--- src/rtl/pll_supervisor.sv ---
// pll_supervisor
//   Sequences an iCE40 PLL from its reference clock. The block holds the PLL
//   in reset for a fixed time and then waits for LOCK. It qualifies LOCK over
//   a stable window before releasing the output-domain reset. If lock is lost,
//   or if lock never arrives in time, it restarts the PLL. Two saturating
//   counters record those events for diagnostics.
//
// Ports
//   clock_in      reference clock; all state changes on its rising edge
//   reset         asynchronous active-high reset of the whole block
//   pll_locked    PLL LOCK flag, asynchronous to clock_in
//   clear_counts  synchronous clear of loss_count and retry_count
//   pll_resetb    active-low PLL reset (to RESETB)
//   domain_reset  active-high reset for the PLL output clock domain
//   ready         high while the PLL is qualified as locked
//   loss_count    lock losses seen while running, saturating
//   retry_count   lock-wait timeouts, saturating
module pll_supervisor #(
    parameter int unsigned PLL_RESET_CYCLES      = 8,
    parameter int unsigned LOCK_STABLE_CYCLES    = 1024,
    parameter int unsigned RELOCK_TIMEOUT_CYCLES = 65536,
    parameter int unsigned COUNT_WIDTH           = 8
) (
    input  logic                   clock_in,
    input  logic                   reset,
    input  logic                   pll_locked,
    input  logic                   clear_counts,
    output logic                   pll_resetb,
    output logic                   domain_reset,
    output logic                   ready,
    output logic [COUNT_WIDTH-1:0] loss_count,
    output logic [COUNT_WIDTH-1:0] retry_count
);

    localparam int unsigned MAX_AB  = (PLL_RESET_CYCLES > LOCK_STABLE_CYCLES) ?
                                      PLL_RESET_CYCLES : LOCK_STABLE_CYCLES;
    localparam int unsigned MAX_ALL = (MAX_AB > RELOCK_TIMEOUT_CYCLES) ?
                                      MAX_AB : RELOCK_TIMEOUT_CYCLES;
    // The phase counter only ever has to reach MAX_ALL-1.
    localparam int unsigned PHASE_W = (MAX_ALL > 1) ? $clog2(MAX_ALL) : 1;

    localparam logic [PHASE_W-1:0] RESET_LAST   = PHASE_W'(PLL_RESET_CYCLES - 1);
    localparam logic [PHASE_W-1:0] STABLE_LAST  = PHASE_W'(LOCK_STABLE_CYCLES - 1);
    localparam logic [PHASE_W-1:0] TIMEOUT_LAST = PHASE_W'(RELOCK_TIMEOUT_CYCLES - 1);

    typedef enum logic [1:0] {
        PLL_RESET,
        WAIT_LOCK,
        STABLE,
        RUN
    } state_t;

    state_t               state;
    state_t               state_next;
    logic [PHASE_W-1:0]   phase;
    logic                 sync1;
    logic                 lock_s;
    logic                 loss_inc;
    logic                 retry_inc;

    // State register, phase counter, lock synchroniser and event counters.
    always_ff @(posedge clock_in or posedge reset) begin
        if (reset) begin
            state       <= PLL_RESET;
            phase       <= '0;
            sync1       <= 1'b0;
            lock_s      <= 1'b0;
            loss_count  <= '0;
            retry_count <= '0;
        end else begin
            state  <= state_next;
            sync1  <= pll_locked;
            lock_s <= sync1;

            // The phase counter restarts from zero on every state change.
            // In RUN it is never compared, so letting it wrap there is harmless.
            if (state_next != state) begin
                phase <= '0;
            end else begin
                phase <= phase + PHASE_W'(1);
            end

            // clear_counts takes priority over a coincident increment.
            if (clear_counts) begin
                loss_count  <= '0;
                retry_count <= '0;
            end else begin
                if (loss_inc && (loss_count != '1)) begin
                    loss_count <= loss_count + COUNT_WIDTH'(1);
                end
                if (retry_inc && (retry_count != '1)) begin
                    retry_count <= retry_count + COUNT_WIDTH'(1);
                end
            end
        end
    end

    // Next-state logic and event strobes.
    always_comb begin
        state_next = state;
        loss_inc   = 1'b0;
        retry_inc  = 1'b0;
        unique case (state)
            PLL_RESET: begin
                if (phase == RESET_LAST) begin
                    state_next = WAIT_LOCK;
                end
            end
            WAIT_LOCK: begin
                // If lock arrives on the same cycle as the timeout, lock wins.
                if (lock_s) begin
                    state_next = STABLE;
                end else if (phase == TIMEOUT_LAST) begin
                    state_next = PLL_RESET;
                    retry_inc  = 1'b1;
                end
            end
            STABLE: begin
                if (!lock_s) begin
                    state_next = WAIT_LOCK;
                end else if (phase == STABLE_LAST) begin
                    state_next = RUN;
                end
            end
            RUN: begin
                if (!lock_s) begin
                    state_next = PLL_RESET;
                    loss_inc   = 1'b1;
                end
            end
            default: state_next = PLL_RESET;
        endcase
    end

    // Moore outputs decoded straight from the state register.
    always_comb begin
        pll_resetb   = (state != PLL_RESET);
        domain_reset = (state != RUN);
        ready        = (state == RUN);
    end

endmodule

--- config.mk ---
export PLATFORM = sky130hd
export DESIGN_NAME = pll_supervisor
export DESIGN_NICKNAME = d
export VERILOG_FILES = /design/src/rtl/pll_supervisor.sv
export SDC_FILE = /design/constraint.sdc
export NUM_CORES = 1
export LEC_CHECK = 0
export CORE_ASPECT_RATIO = 2
export CORE_MARGIN = 5
export CORE_UTILIZATION = 55
export DETAILED_ROUTE_END_ITERATION = 8
export GPL_ROUTABILITY_DRIVEN = 0
export PLACE_DENSITY = 0.8
export SETUP_SLACK_MARGIN = 0.02
export SLEW_MARGIN = 20
export SYNTH_ARGS = -nofsm -noshare
export SYNTH_HDL_FRONTEND = slang
export SYNTH_SLANG_ARGS = --single-unit
--- constraint.sdc ---
create_clock -name clock_in -period 2.9 [get_ports clock_in]
set_clock_uncertainty 0.1 [all_clocks]
set_input_delay 0.58 -clock clock_in [delete_from_list [all_inputs] [get_ports clock_in]]
set_output_delay 0.58 -clock clock_in [all_outputs]
set_load 0.01 [all_outputs]
==> flow_metrics.tcl, run 1 <==
set metrics [dict create \
    fin_nets 237 \
    route.detailed.drc 0 \
    drt_iter0_drc 55 \
    syn_area_mm2 0.00199 \
    fp.dieArea_mm2 0.00500 \
    worstSetupStartpointType "flop" \
    vias_per_cell 5.84 \
    hold_buffers 0 \
    ios 23 \
    grt_pass1_vias 1617 \
    grt_pass1_wl_um 7200 \
    power_density_mw_per_mm2 543 \
    syn_nets 213 \
    worst_setup_path_end_kind "output pin" \
    ant_nets 0 \
    synth_flop_cell "dfrtp_1" \
    synth_edf_count 0 \
    htree_levels 2 \
    multi_input_area_mm2 0.00103 \
    cp.required_ns 2.22 \
    tns_ns 0 \
    drive_gt1_share_pct 10.4 \
    crit_type "flop to output pin" \
    r2r_end "phase[8]" \
    finalInstanceArea_mm2 0.00237 \
    synth_top_cell_area_share_pct 45.2 \
    rr_startpoint "phase[4]" \
    grt_max_degree 37 \
    post-dp-hpwl_um 2940 \
    rows 31 \
    post-route-min-period_ns 2.29 \
    relSlewSlack_pct 59.7 \
    core-area_mm2 0.00357 \
    synth_top_area_cell "dfrtp_1" \
    fin_crit_sh_pct 79.1 \
    cts_resized 0 \
    hold_end "lock_s" \
    ys_warn_count 0 \
    syn_inst 206 \
    leakagePower_nw 0.993 \
    fillers 312 \
    whs_path_depth 0 \
    clk_pin_slew_ns 0.07 \
    worst_pin_slew_ns 0.599 \
    clockBufferDepth 2 \
    yosysSeqAreaShare_pct 45.2 \
    fmax_mhz 436 \
    synth_area_leaders "dfrtp_1 45%, nor3_1 4.5%, xor2_1 4.4%, nand3_1 3.5%, xnor2_1 3.5%" \
    area_growth_pct 19.1 \
    die_y_um 95.1 \
    path_max_fanout 10 \
    hold_class "flop to flop" \
    numPortBuffers 22 \
    min_from "sync1" \
    hold_violations 0 \
    maxCapViolCount 0 \
    synthArstFlopShare_pct 100 \
    r2r_slack_ns 0.63 \
    arrival_ns 1.61 \
    dpl_cell_area_mm2 0.00226 \
    track_usage_pct 19.1 \
    r2r_cells 4 \
    first_pass_iters 4 \
    cts_tree "done" \
    slew_viol_final 0 \
    die_x_um 52.6 \
    synth_cell_type_count 42 \
    post_cts_buffers 0 \
    status "finished, final reports clean" \
    antenna_cells 0 \
    antenna_found_initial 0 \
    routed_wl_um 4090 \
    insertion_delay_ns 0.29 \
    cts_inserted_buffers 5 \
    grt_overflow 0 \
    cts.sinks 36 \
    rsz0062_at_grt "false" \
    vias 1634 \
    start_util_pct 55.9 \
    setup_viol 0 \
    ys_ff_latch 36 \
    irDropWorstVdd_uv 508 \
    synth_area_per_cell_um2 9.68 \
    wl_per_cell_um 14.6 \
    regArea_um2 901 \
    cts-root-buf "clkbuf_8" \
]
==> placed cells by master (no fill, tap or decap), types with 5 or more instances in the layout <==
cell type and instances:
nor3_1 18, and4_1 7, clkbuf_8 5, mux2_2 6, xor2_1 10, nor2_1 15, xnor2_1 8, nor2b_1 6
clkdlybuf4s50_1 22, nand2_1 17, nand4_1 7, o21ai_0 5, nand3_1 14, dfrtp_1 36
==> worst max-delay path by stage <==
stage / slack (ns) / cells past startpoint / startpoint / endpoint
finish: 0.61 / 2 / state[1] / pll_resetb
global route: 0.46 / 5 / phase[0] / retry_count[5]
CTS: 0.59 / 4 / phase[4] / phase[8]
detailed placement: 0.61 / 4 / phase[4] / phase[8]
global placement: 0.64 / 4 / phase[4] / phase[6]
floorplan: 0.79 / 7 / phase[0] / phase[10]
==> report_power, final <==
| part | internal, mW | switching, mW | total [mW] |
|---|---|---|---|
| clock | 0.254 | 0.183 | 0.437 |
| combinational | 0.114 | 0.131 | 0.246 |
| sequential | 0.546 | 0.0591 | 0.605 |
==> through the flow <==
stage	util, %	setup WS, ns	hold WS [ns]	power, mW	cells
final	66.5	0.606	0.254	1.29	280
after global routing	66.5	0.464	0.264	1.37	280
after CTS	66.5	0.587	0.257	1.31	280
after detailed placement	63.4	0.606	0.239	0.859	272
after global placement	63.4	0.641	0.235	0.851	272
after floorplan	-	0.788	0.231	0.799	206
==> worst max-delay path, stage by stage, from the launching register on <==
cell and delay (ns):
dfrtp_1 0.47, or2_2 0.36, clkdlybuf4s50_1 0.49
==> cell usage after synthesis, types with 5 or more instances <==
cell      count
and4_1        7
clkbuf_1      5
dfrtp_1      36
mux2_2        6
nand2_1      17
nand3_1      14
nand4_1       7
nor2_1       15
nor2b_1       6
nor3_1       18
o21ai_0       5
xnor2_1       8
xor2_1       10
==> flip-flops by register name, summed over array words and instances, names as in the netlist <==
register,cells
state,2
lock_s,1
retry_count,8
loss_count,8
sync1,1
phase,16
==> cells by family (layout without fill, tap and decap cells) <==
group                    count (synthesis)  in the layout  share of synthesized area (%)
AND/OR/NAND/NOR                        108            108                           29.8
flip-flops                              36             36                           45.2
AO/OA/AOI/OAI                           21             21                           8.47
XOR/XNOR                                18             18                           7.91
buffers and inverters                   13             38                           2.89
multiplexers                             7              7                           3.89
adder cells (fa/ha/maj)                  3              3                           1.88
==> per-layer routing <==
metal  share of wire, %  vias up  wire, um  GRT usage (%)
li1                   -      796         -              -
met1                 38      797      1550           20.5
met2                 56       30      2290           34.0
met3                2.8       11       115           2.82
met4                3.4        0       139           10.7
met5                  0        -         0              0
==> final cells by class <==
class | count | area share [%]
multi-input cells | 157 | 43.6
clock inverters | 3 | 1.79
inverters | 4 | 0.633
flip-flops and latches | 36 | 38.0
repair buffers | 26 | 10.5
clock buffers | 5 | 2.90
well taps | 49 | 2.58
Power figures use the tool's default switching activity.
==> inputs of run 2 (changes only) <==
--- a/config.mk
+++ b/config.mk
@@ -7,10 +7,10 @@
 export LEC_CHECK = 0
 export CORE_ASPECT_RATIO = 2
 export CORE_MARGIN = 5
-export CORE_UTILIZATION = 55
+export CORE_UTILIZATION = 50
 export DETAILED_ROUTE_END_ITERATION = 8
 export GPL_ROUTABILITY_DRIVEN = 0
-export PLACE_DENSITY = 0.8
+export PLACE_DENSITY = 0.77
 export SETUP_SLACK_MARGIN = 0.02
 export SLEW_MARGIN = 20
 export SYNTH_ARGS = -nofsm -noshare
==> constraint.sdc (replaced) <==
create_clock -name clock_in -period 2 [get_ports clock_in]
set_clock_uncertainty 0.1 [all_clocks]
set_input_delay 0.4 -clock clock_in [delete_from_list [all_inputs] [get_ports clock_in]]
set_output_delay 0.4 -clock clock_in [all_outputs]
set_load 0.01 [all_outputs]
==> flow_metrics.tcl, run 2 (same netlist as run 1, synthesis figures left out) <==
set metrics [dict create \
    status "finished, final reports clean" \
    fmax_mhz 504 \
    clockBufferDepth 2 \
    relSlewSlack_pct 61.9 \
    seq_power_share_pct 43.1 \
    hold_violations 0 \
    dpl_cell_area_mm2 0.00247 \
    numPortBuffers 22 \
    final_cells 304 \
    die_x_um 54.6 \
    rsz0062_at_grt "true" \
    tns_ns 0 \
    worst_setup_path_end_kind "flop" \
    fin_nets 260 \
    maxCapViolCount 0 \
    ant_nets 0 \
    layout_common_cells "36 x dfrtp_1, 24 x buf_4, 19 x clkdlybuf4s50_1, 17 x nand2_1" \
    regMostFlops "phase" \
    vias 1778 \
    worstSetupStartpointType "flop" \
    post-route-min-period_ns 1.98 \
    cp_common_cell "or4_4" \
    power.internal_mw 1.40 \
    grt_pass1_wl_um 7700 \
    area_growth_pct 32.6 \
    irDropWorstVdd_uv 448 \
    max_stage_delay_ns 0.52 \
    grt_max_degree 37 \
    die_y_um 99.3 \
    antenna_cells 0 \
    arrival_ns 2.04 \
    htree_levels 2 \
    start_util_pct 51.9 \
    whs_ns 0.249 \
    fp.dieArea_mm2 0.00543 \
    power_density_mw_per_mm2 743 \
    cts_tree "done" \
    cts-root-buf "clkbuf_8" \
    p_sw_mw 0.561 \
    path_max_fanout 16 \
    final_common_cell "dfrtp_1" \
    insertion_delay_ns 0.29 \
    drive_gt1_share_pct 21.7 \
    post-dp-hpwl_um 3440 \
    core-area_mm2 0.00384 \
    vias_per_cell 5.85 \
    rows 32 \
    cts_inserted_buffers 5 \
    crit_type "flop to flop" \
    hold_class "flop to flop" \
    fin_crit_sh_pct 99.1 \
    grt_overflow 0 \
    ios 23 \
    leakagePower_nw 1.18 \
    switching_share_pct 28.6 \
    p_comb_share_pct 29.2 \
    antenna_found_initial 0 \
    route.detailed.drc 0 \
    first_pass_iters 4 \
    pwr-share-clk_pct 27.7 \
    wl_per_cell_um 15.5 \
    clk_pin_slew_ns 0.07 \
    cp_slowest_cell "or4_4" \
    post_cts_buffers 0 \
    path_cells "or4_4, or4_4, o221ai_4, buf_12, a211oi_1" \
    cts.sinks 36 \
    largest_register_ffs 16 \
    hold_buffers 0 \
    drt_iter0_drc 48 \
    dp.cells 297 \
    setup_viol 0 \
    grt_pass1_vias 1799 \
    reg.largest.list "phase: 16 flops, loss_count: 8 flops, retry_count: 8 flops" \
    track_usage_pct 19.3 \
    finalInstanceArea_mm2 0.00264 \
    worst_pin_slew_ns 0.557 \
    cp.required_ns 2.06 \
    routed_wl_um 4700 \
    slew_viol_final 0 \
]
==> run 2: changes by cell type in the layout (fill, tap and decap cells not counted), moves of 2 or more <==
cell,before,now
buf_4,4,24
clkdlybuf4s50_1,22,19
nor3_1,18,15
buf_12,0,2
clkbuf_8,5,7
dlymetal6s2s_1,0,2
nor3_4,0,2
nor4_1,4,2
nor4_2,0,2
==> run 2: worst paths after layout <==
path                           from             end  slack (ns)  cells after the start
max reg2reg                phase[3]       phase[15]        0.02                      5
max in group asynchronous     reset  retry_count[7]        1.04                      3
min                           sync1          lock_s        0.25                      0
min reg2reg                   sync1          lock_s        0.25                      0
max                        phase[3]       phase[15]        0.02                      5
min in group asynchronous     reset           sync1        0.43                      3
==> run 2: cell type report <==
type,instances,area (um2)
Inverter,4,15.0
Clock buffer,7,96.3
Multi-Input combinational cell,157,1110
Tap cell,51,63.8
Fill cell,328,1200
Sequential cell,36,901
Timing Repair Buffer,49,455
==> run 2: routing by layer <==
metal	GRT usage, %	wire (um)	vias up
li1	-	-	843
met1	19.1	1610	874
met2	34.1	2730	43
met3	3.75	168	18
met4	11.7	194	0
met5	0	0	-
==> run 2: repair_timing <==
action / CTS / global route
pin swaps: 0 / 4
gates resized for setup: 3 / 13
setup endpoints to repair: 3 / 24
==> run 2: critical path, delay by kind of cell (launching register included) <==
kind,cells,cell delay [ns]
AND/OR/NAND/NOR,2,0.96
buffers and inverters,1,0.17
AO/OA/AOI/OAI,2,0.23
flip-flops,1,0.38
==> run 2: through the flow <==
stage / worst slack, ns / util [%] / total power [mW]
CTS: 0.00995 / 67.2 / 1.95
floorplan: 0.00358 / - / 1.19
detailed placement: 0.0129 / 64.4 / 1.40
global placement: 0.0118 / 64.4 / 1.38
finish: 0.0176 / 68.8 / 1.96
global route: -0.0293 / 68.8 / 2.07
==> run 2: power groups by stage <==
stage / Combinational (mW) / Sequential [mW] / Clock, mW
after floorplan: 0.325 / 0.861 / 0
after global placement: 0.533 / 0.846 / 0
after detailed placement: 0.548 / 0.848 / 0
after CTS: 0.550 / 0.835 / 0.565
after global routing: 0.628 / 0.852 / 0.586
final: 0.574 / 0.847 / 0.543
==> inputs of run 3 (changes only) <==
--- a/config.mk
+++ b/config.mk
@@ -10,6 +10,7 @@
 export CORE_UTILIZATION = 50
 export DETAILED_ROUTE_END_ITERATION = 8
 export GPL_ROUTABILITY_DRIVEN = 0
+export MAX_ROUTING_LAYER = met4
 export PLACE_DENSITY = 0.77
 export SETUP_SLACK_MARGIN = 0.02
 export SLEW_MARGIN = 20
==> flow_metrics.tcl, run 3 (same netlist as run 1, synthesis figures left out) <==
set metrics [dict create \
    die_x_um 54.6 \
    post-route-min-period_ns 1.98 \
    vias_per_cell 5.91 \
    fin_crit_sh_pct 99.2 \
    worstSetupStartpoint "phase[3]" \
    vias 1797 \
    relSlewSlack_pct 61.9 \
    antenna_found_initial 0 \
    finalPower_mw 1.97 \
    fillers 328 \
    cp.required_ns 2.06 \
    post_cts_buffers 0 \
    setup_viol 0 \
    fin_nets 260 \
    clk_pin_slew_ns 0.07 \
    path_max_fanout 16 \
    clockBufferDepth 2 \
    layout_common_cells "36 x dfrtp_1, 24 x buf_4, 19 x clkdlybuf4s50_1, 17 x nand2_1" \
    p_comb_share_pct 29.2 \
    switching_share_pct 28.6 \
    track_usage_pct 19.8 \
    r2r_cells 5 \
    fp.dieArea_mm2 0.00543 \
    drive_gt1_share_pct 21.7 \
    cts.sinks 36 \
    insertion_delay_ns 0.29 \
    final_cells 304 \
    die_y_um 99.3 \
    leakagePower_nw 1.18 \
    p_sw_mw 0.563 \
    worst_pin_slew_ns 0.557 \
    hold_violations 0 \
    seq_power_share_pct 43.1 \
    post-dp-hpwl_um 3440 \
    rr_startpoint "phase[3]" \
    cts-root-buf "clkbuf_8" \
    status "finished, final reports clean" \
    regMostFlops "phase" \
    ios 23 \
    core-area_mm2 0.00384 \
    ant_nets 0 \
    wl_per_cell_um 15.5 \
    worst_setup_path_end_kind "flop" \
    fin_util_pct 68.8 \
    drt_iter0_drc 46 \
    rows 32 \
    slew_viol_final 0 \
    cts_tree "done" \
    dp.cells 297 \
    arrival_ns 2.04 \
    first_pass_iters 4 \
    area_growth_pct 32.6 \
    hold_buffers 0 \
    whs_path_depth 0 \
    maxCapViolCount 0 \
    numPortBuffers 22 \
    grt_use_met1_pct 19.1 \
    hold_class "flop to flop" \
    min_from "sync1" \
    dpl_cell_area_mm2 0.00247 \
    grt_pass1_wl_um 7700 \
    power.internal_mw 1.40 \
    globalRouteMet2Util_pct 34.1 \
    largest_register_ffs 16 \
    grt_max_degree 37 \
    pwr-share-clk_pct 27.6 \
    final_common_cell "dfrtp_1" \
    finalInstanceArea_mm2 0.00264 \
    crit_type "flop to flop" \
    htree_levels 2 \
    fmax_mhz 504 \
    cts_inserted_buffers 5 \
    power_density_mw_per_mm2 744 \
    start_util_pct 51.9 \
    route.detailed.drc 0 \
    routed_wl_um 4720 \
    antenna_cells 0 \
    grt_pass1_vias 1788 \
    met3_usage_pct 3.75 \
    grt_overflow 0 \
    top_usage_layer "met2" \
    rsz0062_at_grt "true" \
    worstSetupStartpointType "flop" \
    irDropWorstVdd_uv 453 \
    reg.largest.list "phase: 16 flops, loss_count: 8 flops, retry_count: 8 flops" \
]
## run 3: timing repair
item                                    4_1_cts  5_1_grt
endpoints found under the setup margin        3       24
pin swaps                                     0        4
gates resized for setup                       3       13
cloned                                        0        0
## run 3: path summary, 6_finish.rpt
kind	endpoint	slack (ns)
max	phase[15]	0.02
min	lock_s	0.25
max reg2reg	phase[15]	0.02
min reg2reg	lock_s	0.25
max in group asynchronous	retry_count[7]	1.04
min in group asynchronous	sync1	0.43
## run 3: metrics by stage
step | setup WS, ns | hold slack, ns | setup TNS (ns)
floorplan | 0.00358 | 0.231 | 0
global placement | 0.0118 | 0.235 | 0
detailed placement | 0.0129 | 0.236 | 0
CTS | 0.00995 | 0.252 | 0
global route | -0.0293 | 0.254 | -0.308
finish | 0.0165 | 0.249 | 0
## run 3: area by class of cell
type	count	area, um2	share of cell area (%)
clock buffer	7	96.3	3.64
inverter	4	15.0	0.568
multi-input combinational	157	1110	42.1
sequential	36	901	34.1
tap	51	63.8	2.41
timing repair buffer	49	455	17.2
## run 3: power groups by stage
stage          clock network [mW]  registers [mW]  logic (mW)
6_report                    0.543           0.848       0.575
5_1_grt                     0.586           0.852       0.628
4_1_cts                     0.565           0.835       0.550
3_5_place_dp                    0           0.848       0.548
3_3_place_gp                    0           0.846       0.533
2_1_floorplan                   0           0.861       0.325
## run 3: routing by layer
layer	wire length, um	vias to the layer above	part of all wire [%]
li1	-	846	-
met1	1600	876	34
met2	2760	60	58
met3	209	15	4.4
met4	157	0	3.3
met5	0	-	0
## run 3: worst max-delay path, cell delays in order, from the launching register on
cell and delay [ns]:
dfrtp_1 0.38, or4_4 0.52, or4_4 0.44, o221ai_4 0.18
buf_12 0.17, a211oi_1 0.05
